===== src/rtl/copro_result_queue.sv =====
// Result buffer between the coprocessor ALU and the CV-X-IF result interface.
// Credit-throttled FIFO: issue is only allowed while a free slot is guaranteed.
module copro_result_queue #(
  parameter int unsigned XLEN        = 32,
  parameter int unsigned HartIdWidth = 1,
  parameter int unsigned IdWidth     = 4,
  parameter int unsigned Depth       = 4
) (
  input  logic                     clk_i,
  input  logic                     rst_ni,
  input  logic                     issue_fire_i,
  output logic                     issue_ready_o,
  input  logic                     alu_valid_i,
  input  logic [HartIdWidth-1:0]   alu_hartid_i,
  input  logic [IdWidth-1:0]       alu_id_i,
  input  logic [4:0]               alu_rd_i,
  input  logic                     alu_we_i,
  input  logic [XLEN-1:0]          alu_result_i,
  output logic                     result_valid_o,
  input  logic                     result_ready_i,
  output logic [HartIdWidth-1:0]   result_hartid_o,
  output logic [IdWidth-1:0]       result_id_o,
  output logic [4:0]               result_rd_o,
  output logic                     result_we_o,
  output logic [XLEN-1:0]          result_data_o,
  input  logic                     flush_i,
  output logic [$clog2(Depth):0]   count_o,
  output logic                     overflow_o
);

  localparam int unsigned PtrW = $clog2(Depth);
  localparam int unsigned CntW = PtrW + 1;
  localparam int unsigned EntW = HartIdWidth + IdWidth + 5 + 1 + XLEN;

  typedef logic [EntW-1:0] entry_t;

  entry_t            mem_q [Depth];
  logic [PtrW-1:0]   wr_ptr_q, wr_ptr_d;
  logic [PtrW-1:0]   rd_ptr_q, rd_ptr_d;
  logic [CntW-1:0]   count_q, count_d;
  logic              inflight_q;
  logic              drop_q;
  logic              overflow_q;

  logic              full;
  logic              push_req;
  logic              push;
  logic              pop;
  logic              overflow_evt;
  logic [CntW:0]     credit_sum;
  entry_t            head;

  assign full           = (count_q == CntW'(Depth));
  assign result_valid_o = (count_q != '0);
  assign pop            = result_valid_o && result_ready_i && !flush_i;
  // drop_q marks the result of an instruction issued in a flush cycle.
  assign push_req       = alu_valid_i && !flush_i && !drop_q;
  // A full queue still accepts when the head leaves in the same cycle.
  assign push           = push_req && (!full || pop);
  assign overflow_evt   = push_req && full && !pop;

  assign credit_sum     = {1'b0, count_q} + (CntW+1)'(inflight_q);
  assign issue_ready_o  = (credit_sum < (CntW+1)'(Depth));

  always_comb begin
    wr_ptr_d = wr_ptr_q;
    rd_ptr_d = rd_ptr_q;
    count_d  = count_q;
    if (flush_i) begin
      wr_ptr_d = '0;
      rd_ptr_d = '0;
      count_d  = '0;
    end else begin
      if (push) wr_ptr_d = wr_ptr_q + PtrW'(1);
      if (pop)  rd_ptr_d = rd_ptr_q + PtrW'(1);
      case ({push, pop})
        2'b10:   count_d = count_q + CntW'(1);
        2'b01:   count_d = count_q - CntW'(1);
        default: count_d = count_q;
      endcase
    end
  end

  always_ff @(posedge clk_i or negedge rst_ni) begin
    if (!rst_ni) begin
      wr_ptr_q   <= '0;
      rd_ptr_q   <= '0;
      count_q    <= '0;
      inflight_q <= 1'b0;
      drop_q     <= 1'b0;
      overflow_q <= 1'b0;
    end else begin
      wr_ptr_q   <= wr_ptr_d;
      rd_ptr_q   <= rd_ptr_d;
      count_q    <= count_d;
      inflight_q <= issue_fire_i && !flush_i;
      drop_q     <= issue_fire_i && flush_i;
      if (overflow_evt) overflow_q <= 1'b1;
    end
  end

  // Storage needs no reset: the head is masked while the queue is empty.
  always_ff @(posedge clk_i) begin
    if (push) begin
      mem_q[wr_ptr_q] <= {alu_hartid_i, alu_id_i, alu_rd_i, alu_we_i, alu_result_i};
    end
  end

  assign head = result_valid_o ? mem_q[rd_ptr_q] : '0;
  assign {result_hartid_o, result_id_o, result_rd_o, result_we_o, result_data_o} = head;

  assign count_o    = count_q;
  assign overflow_o = overflow_q;

endmodule

===== config.mk =====
export PLATFORM = sky130hd
export DESIGN_NAME = copro_result_queue
export DESIGN_NICKNAME = d
export VERILOG_FILES = /design/src/rtl/copro_result_queue.sv
export SDC_FILE = /design/constraint.sdc
export NUM_CORES = 1
export LEC_CHECK = 0
export CAP_MARGIN = 25
export CORE_MARGIN = 2
export CORE_UTILIZATION = 35
export CTS_CLUSTER_DIAMETER = 80
export DETAILED_ROUTE_END_ITERATION = 16
export PLACE_DENSITY = 0.6
export SYNTH_ARGS = -nofsm -noshare
export SYNTH_HDL_FRONTEND = slang
export SYNTH_SLANG_ARGS = --single-unit

===== constraint.sdc =====
create_clock -name clk_i -period 6.2 [get_ports clk_i]
set_input_delay 1.24 -clock clk_i [delete_from_list [all_inputs] [get_ports clk_i]]
set_output_delay 1.24 -clock clk_i [all_outputs]
set_load 0.01 [all_outputs]

== Word-level counts from Yosys, hierarchy flattened ==
Memories as Yosys holds them, arrays and structs flattened.
Index checks and enable logic that the tools add are counted.

* Register bits: 10
* Bits in writable memories: 172
* Bits of input ports: 49
* Output and inout port bits: 49
* Logic and storage cells: 43
* Memories kept: 1

{| class="wikitable"
|+ Memory list
! name !! depth !! width !! read ports !! clocked after memory_dff !! write ports !! line !! source
|-
| mem_q || 4 || 43 || 1 || 0 || 1 || 37 || <nowiki>entry_t mem_q [Depth];</nowiki>
|}

* Add/subtract/negate cells: 5
* $lt $le $gt $ge: 1
* Eq/ne operators: 3
* Muxes and demuxes: 9
* Reduce and logical (&&, ||, !) cells: 18

{| class="wikitable"
|+ Operators by type and width
! operator !! number
|-
| 43-bit 2-to-1 mux || 1
|-
| 1-bit logical AND || 9
|-
| 2-bit 2-to-1 mux || 4
|-
| 3-bit one-hot mux with 2 select lines || 1
|-
| 3-bit nonzero test || 2
|-
| 2-bit by 1-bit adder with 2-bit output, second input constant || 2
|-
| 3-bit by 1-bit adder with 4-bit output || 1
|-
| 1-bit logical NOT || 4
|-
| 4-bit by 3-bit < comparator with 1-bit output, second input constant || 1
|-
| 2-bit nonzero test || 2
|-
| 3-bit by 1-bit adder with 3-bit output, second input constant || 1
|-
| 3-bit equality test, second input constant || 1
|-
| 3-bit 2-to-1 mux || 1
|-
| 3-bit by 1-bit subtractor with 3-bit output, second input constant || 1
|-
| 2-bit by 1-bit equality test with 1-bit output, second input constant || 1
|-
| 2-bit equality test, second input constant || 1
|-
| 1-bit 2-to-1 mux || 2
|-
| 1-bit logical OR || 1
|}

== Depth between registers and ports, before layout ==
* Depth in word-level cells: 8
* Depth in mapped cells: 9
* Gate-level depth less buffers: 8

== Worst setup path after synthesis ==
OpenSTA, ideal clock, no wires.

* Path kind: input -> register
* From: in flush_i
* To: mem mem_q[0][0] (netlist name) (enable)
* Setup time: 405 ps
* Data arrival time: 2863 ps
* Data required time: 5795 ps
* Path slack: 2932 ps
* Stages: 4
* Path buffers: 0
* Cell sequence: nand2b_1 -> and3_1 -> nor3_1 -> and2_1

* Longest elaborated chain between the ends: 6
* Elaborated cells between the ends (all ways): 8
* Classes of those cells: mux (2); reduce/logical (6)

{| class="wikitable"
|+ RTL lines
! element !! line !! source
|-
| from (decl) || 26 || <nowiki>input logic flush_i,</nowiki>
|-
| 1-bit logical NOT (*) || 55, 57 ||
|-
| 1-bit logical AND, on equally long branches || 57, 55 ||
|-
| 1-bit logical AND or 1-bit logical OR (tied branches) || 57, 59 ||
|-
| 1-bit logical AND (*) || 59 || <nowiki>assign push = push_req && (!full || pop);</nowiki>
|-
| 1-bit 2-to-1 mux (*) || 104 || <nowiki>if (push) begin</nowiki>
|-
| 1-bit 2-to-1 mux (not written as such) (*) || 105 || <nowiki>mem_q[wr_ptr_q] <= {alu_hartid_i, alu_id_i, alu_rd_i, alu_we_i, alu_result_i};</nowiki>
|-
| to (decl) || 37 ||
|}

Mark *: on every way between the ends. The rest lies on a longest branch, timed or not.

== Worst setup path in the final report ==
* From: reg rd_ptr_q[0]
* To: out result_id_o[2]

* Longest elaborated chain between the ends: 2

{| class="wikitable"
|+ RTL lines
! element !! line !! source
|-
| from (decl) || 39 || <nowiki>logic [PtrW-1:0] rd_ptr_q, rd_ptr_d;</nowiki>
|-
| from (signal assigned) || 94 || <nowiki>rd_ptr_q <= rd_ptr_d;</nowiki>
|-
| memory read 4 x 43 bit || - ||
|-
| 43-bit 2-to-1 mux || 109 || <nowiki>assign head = result_valid_o ? mem_q[rd_ptr_q] : '0;</nowiki>
|-
| to (decl) || 22 || <nowiki>output logic [IdWidth-1:0] result_id_o,</nowiki>
|}

No other way between the ends.

==> flow_summary.yaml <==
timing:
  finalSetupTns_ns: 0
  rsz0062_at_grt: "false"
  max_slew.worst_pin.slew_ns: 0.9076
  period_needed_ns: 4.044
  skew_ns: 0.007485
  slew_headroom: 0.3949
  period_share: 0.6523
  setup_ws_ns: 2.156
  max_freq_ghz: 0.2473
  finalSetupViolCount: 0
  timing.hold.ws_ns: 0.4662
  final_hold_viol_count: 0
  slew_viol_final: 0
placed_design:
  pre_cts_ws_ns: 2.019
  io_buffer_count: 97
  dpl.hpwl_mm: 8.375
  place.gp.congestion: 0.7037
critical_path:
  crit_slowest_cell: "dfrtp_4"
  crit_fanout: 45
  path_delay_family: "flip-flops"
  critical_path_class: "flop to output pin"
  cp-end-kind: "output pin"
  crit_path_max_incr_delay_ns: 1.03
  cp.required_ns: 4.96
  cp.buffers_inverters: 1
  start_kind: "flop"
  crit_chain: "mux4_1 -> and2_1 -> clkdlybuf4s50_1"
  crit_arrival_ns: 2.80
clock_tree:
  htree_num_levels: 4
  worstSkewPairLatency_ns: 0.42
  clk_pin_slew_ns: 0.06
  cts_num_sinks: 182
  cts_root_buffer: "clkbuf_16"
  cts_max_path_buffers: 2
  cts_buffers: 17
  cts_hold_buf: 0
  cts_tree: "done"
  cts_setup_buffers: 0
  ctsResizeCount: 0
pwr:
  p_leak_uw: 0.002892
  finalPower_uw: 3585
  powerDensity_nw_per_um2: 397.1
  vdd_drop_max_v: 0.0003210
yosys:
  yosysSeqAreaShare: 0.7544
  syn-num-nets: 391
  yosys.cell_types.count: 32
  synth_area_sq_um: 7178
  avgSynthCellArea_sq_um: 21.30
  synth_warnings: 0
  syn_inst: 337
  synth-seq-cells: 182
  synth_top_area_share: 0.7195
  ys_top_cells_by_area: "edfxtp_1 (72%), mux4_2 (12%), and2_1 (4.2%)"
  synth_top_cell_by_area: "edfxtp_1"
global_routing:
  grt-ovfl-total: 0
  grt_max_degree: 47
  antenna_found_initial: 1
  grt_pass1_wl_mm: 21.32
  grt_use_total: 0.1322
  grt_pass1_vias: 3809
flow_run:
  drv_cap: 0
floorplanning:
  io_pins: 98
  die_h_um: 147.2
  die-width_um: 147.2
  rows: 52
  die_area_sq_um: 21670
  initial_core_util: 0.3559
  placeableCoreArea_sq_um: 20170
final_layout:
  multi_input_area_sq_um: 1622
  n_antenna_cell: 0
  nets: 496
  ff_latch_area_sq_um: 5420
  synthToLayoutAreaGrowth_pct: 25.78
  nFillCells: 1755
  drive_gt1_frac: 0.1824
routing:
  num_vias: 3479
  wl_per_cell_um: 18.89
  drc_errors: 0
  finalWirelength_mm: 13.70
  vias_per_cell: 4.799
  dr.pass1.iters: 4
  ant_nets: 0
  drtIter0Drc: 219
status:
  outcome: "completed"
hold_path:
  worstHoldPathType: "flop to flop"
## flip-flops by register name (all words and copies together) (netlist names)
name and cells:
mem_q 172, rd_ptr_q 2, drop_q 1, count_o 3
overflow_o 1, inflight_q 1, wr_ptr_q 2
## worst paths after layout
check,depth (start not counted),endpoint,from,slack [ns]
worst min register to register,1,overflow_o$_DFFE_PN0P_,overflow_o$_DFFE_PN0P_,0.47
worst min-delay path,1,overflow_o$_DFFE_PN0P_,overflow_o$_DFFE_PN0P_,0.47
max in group asynchronous,1,rd_ptr_q[0]$_DFFE_PN0P_,rst_ni,4.69
worst max register to register,8,count_o[2]$_DFFE_PN0P_,count_o[1]$_DFFE_PN0P_,3.47
worst max-delay path,3,result_id_o[2],rd_ptr_q[0]$_DFFE_PN0P_,2.16
min in group asynchronous,1,wr_ptr_q[0]$_DFFE_PN0P_,rst_ni,1.14
## kinds of logic after synthesis
group           after synthesis  synth area share
xor+xnor                      4          0.004881
simple gates                 71           0.05926
buf+inv                      18           0.02057
compound gates               11          0.009239
fa+ha+maj                     5          0.009762
flops                       182            0.7544
mux                          46            0.1419
## layout make-up
cell class,instances,area share
well taps,270,0.03742
flip-flops and latches,182,0.6003
clock buffers,20,0.05058
inverters,2,0.0008315
clock inverters,12,0.01815
repair buffers,102,0.1131
multi-input cells,137,0.1796
## power by group
part	switching, uW	total [uW]	internal, uW	leakage (uW)
Sequential	114	1520	1400	0.00169
Clock	447	1110	662	0.000296
Combinational	378	960	582	0.000909
## through the flow
step	area (sq um)	cells	utilization
3_3_place_gp	8388	692	0.4159
6_report	9029	725	0.4476
3_5_place_dp	8408	693	0.4169
2_1_floorplan	7178	337	-
5_1_grt	9029	725	0.4476
4_1_cts	9029	725	0.4476
## placed cells by master, fill, tap and decap left out, drive strengths merged, types with 4 or more instances in the layout
master / instances
nand2b: 4
buf: 5
mux4: 43
ha: 4
clkbuf: 20
dfrtp: 10
and2: 48
nor2: 6
clkdlybuf4s50: 97
edfxtp: 172
inv: 6
a21oi: 4
## metal layers
metal  global-route usage  vias to the layer above  wire length (um)
li1                     -                     1560                 -
met1               0.1728                     1812              6075
met2               0.2110                       86              6671
met3              0.04161                       19               753
met4              0.04471                        2               182
met5                    0                        -                13
## synth_stat cells
| cell | instances |
|---|---|
| a32oi_1 | 1 |
| clkbuf_1 | 5 |
| and3_1 | 1 |
| or3_1 | 1 |
| dfrtp_1 | 10 |
| buf_6 | 1 |
| a31oi_1 | 2 |
| mux2_2 | 1 |
| o21ai_0 | 2 |
| o21bai_1 | 1 |
| mux4_1 | 5 |
| a21oi_1 | 4 |
| buf_12 | 4 |
| nand2_1 | 2 |
| nor4bb_1 | 1 |
| fa_1 | 1 |
| nand2b_1 | 4 |
| inv_1 | 2 |
| buf_2 | 6 |
| mux2i_1 | 2 |
| mux4_2 | 38 |
| nand3_1 | 1 |
| edfxtp_1 | 172 |
| xnor2_1 | 2 |
| and2b_2 | 1 |
| nor2_1 | 6 |
| ha_1 | 4 |
| nor2b_1 | 3 |
| and2_1 | 48 |
| a21o_1 | 1 |
| nor3_1 | 3 |
| xor2_1 | 2 |
Note: power is estimated with default switching activity, not from simulation.
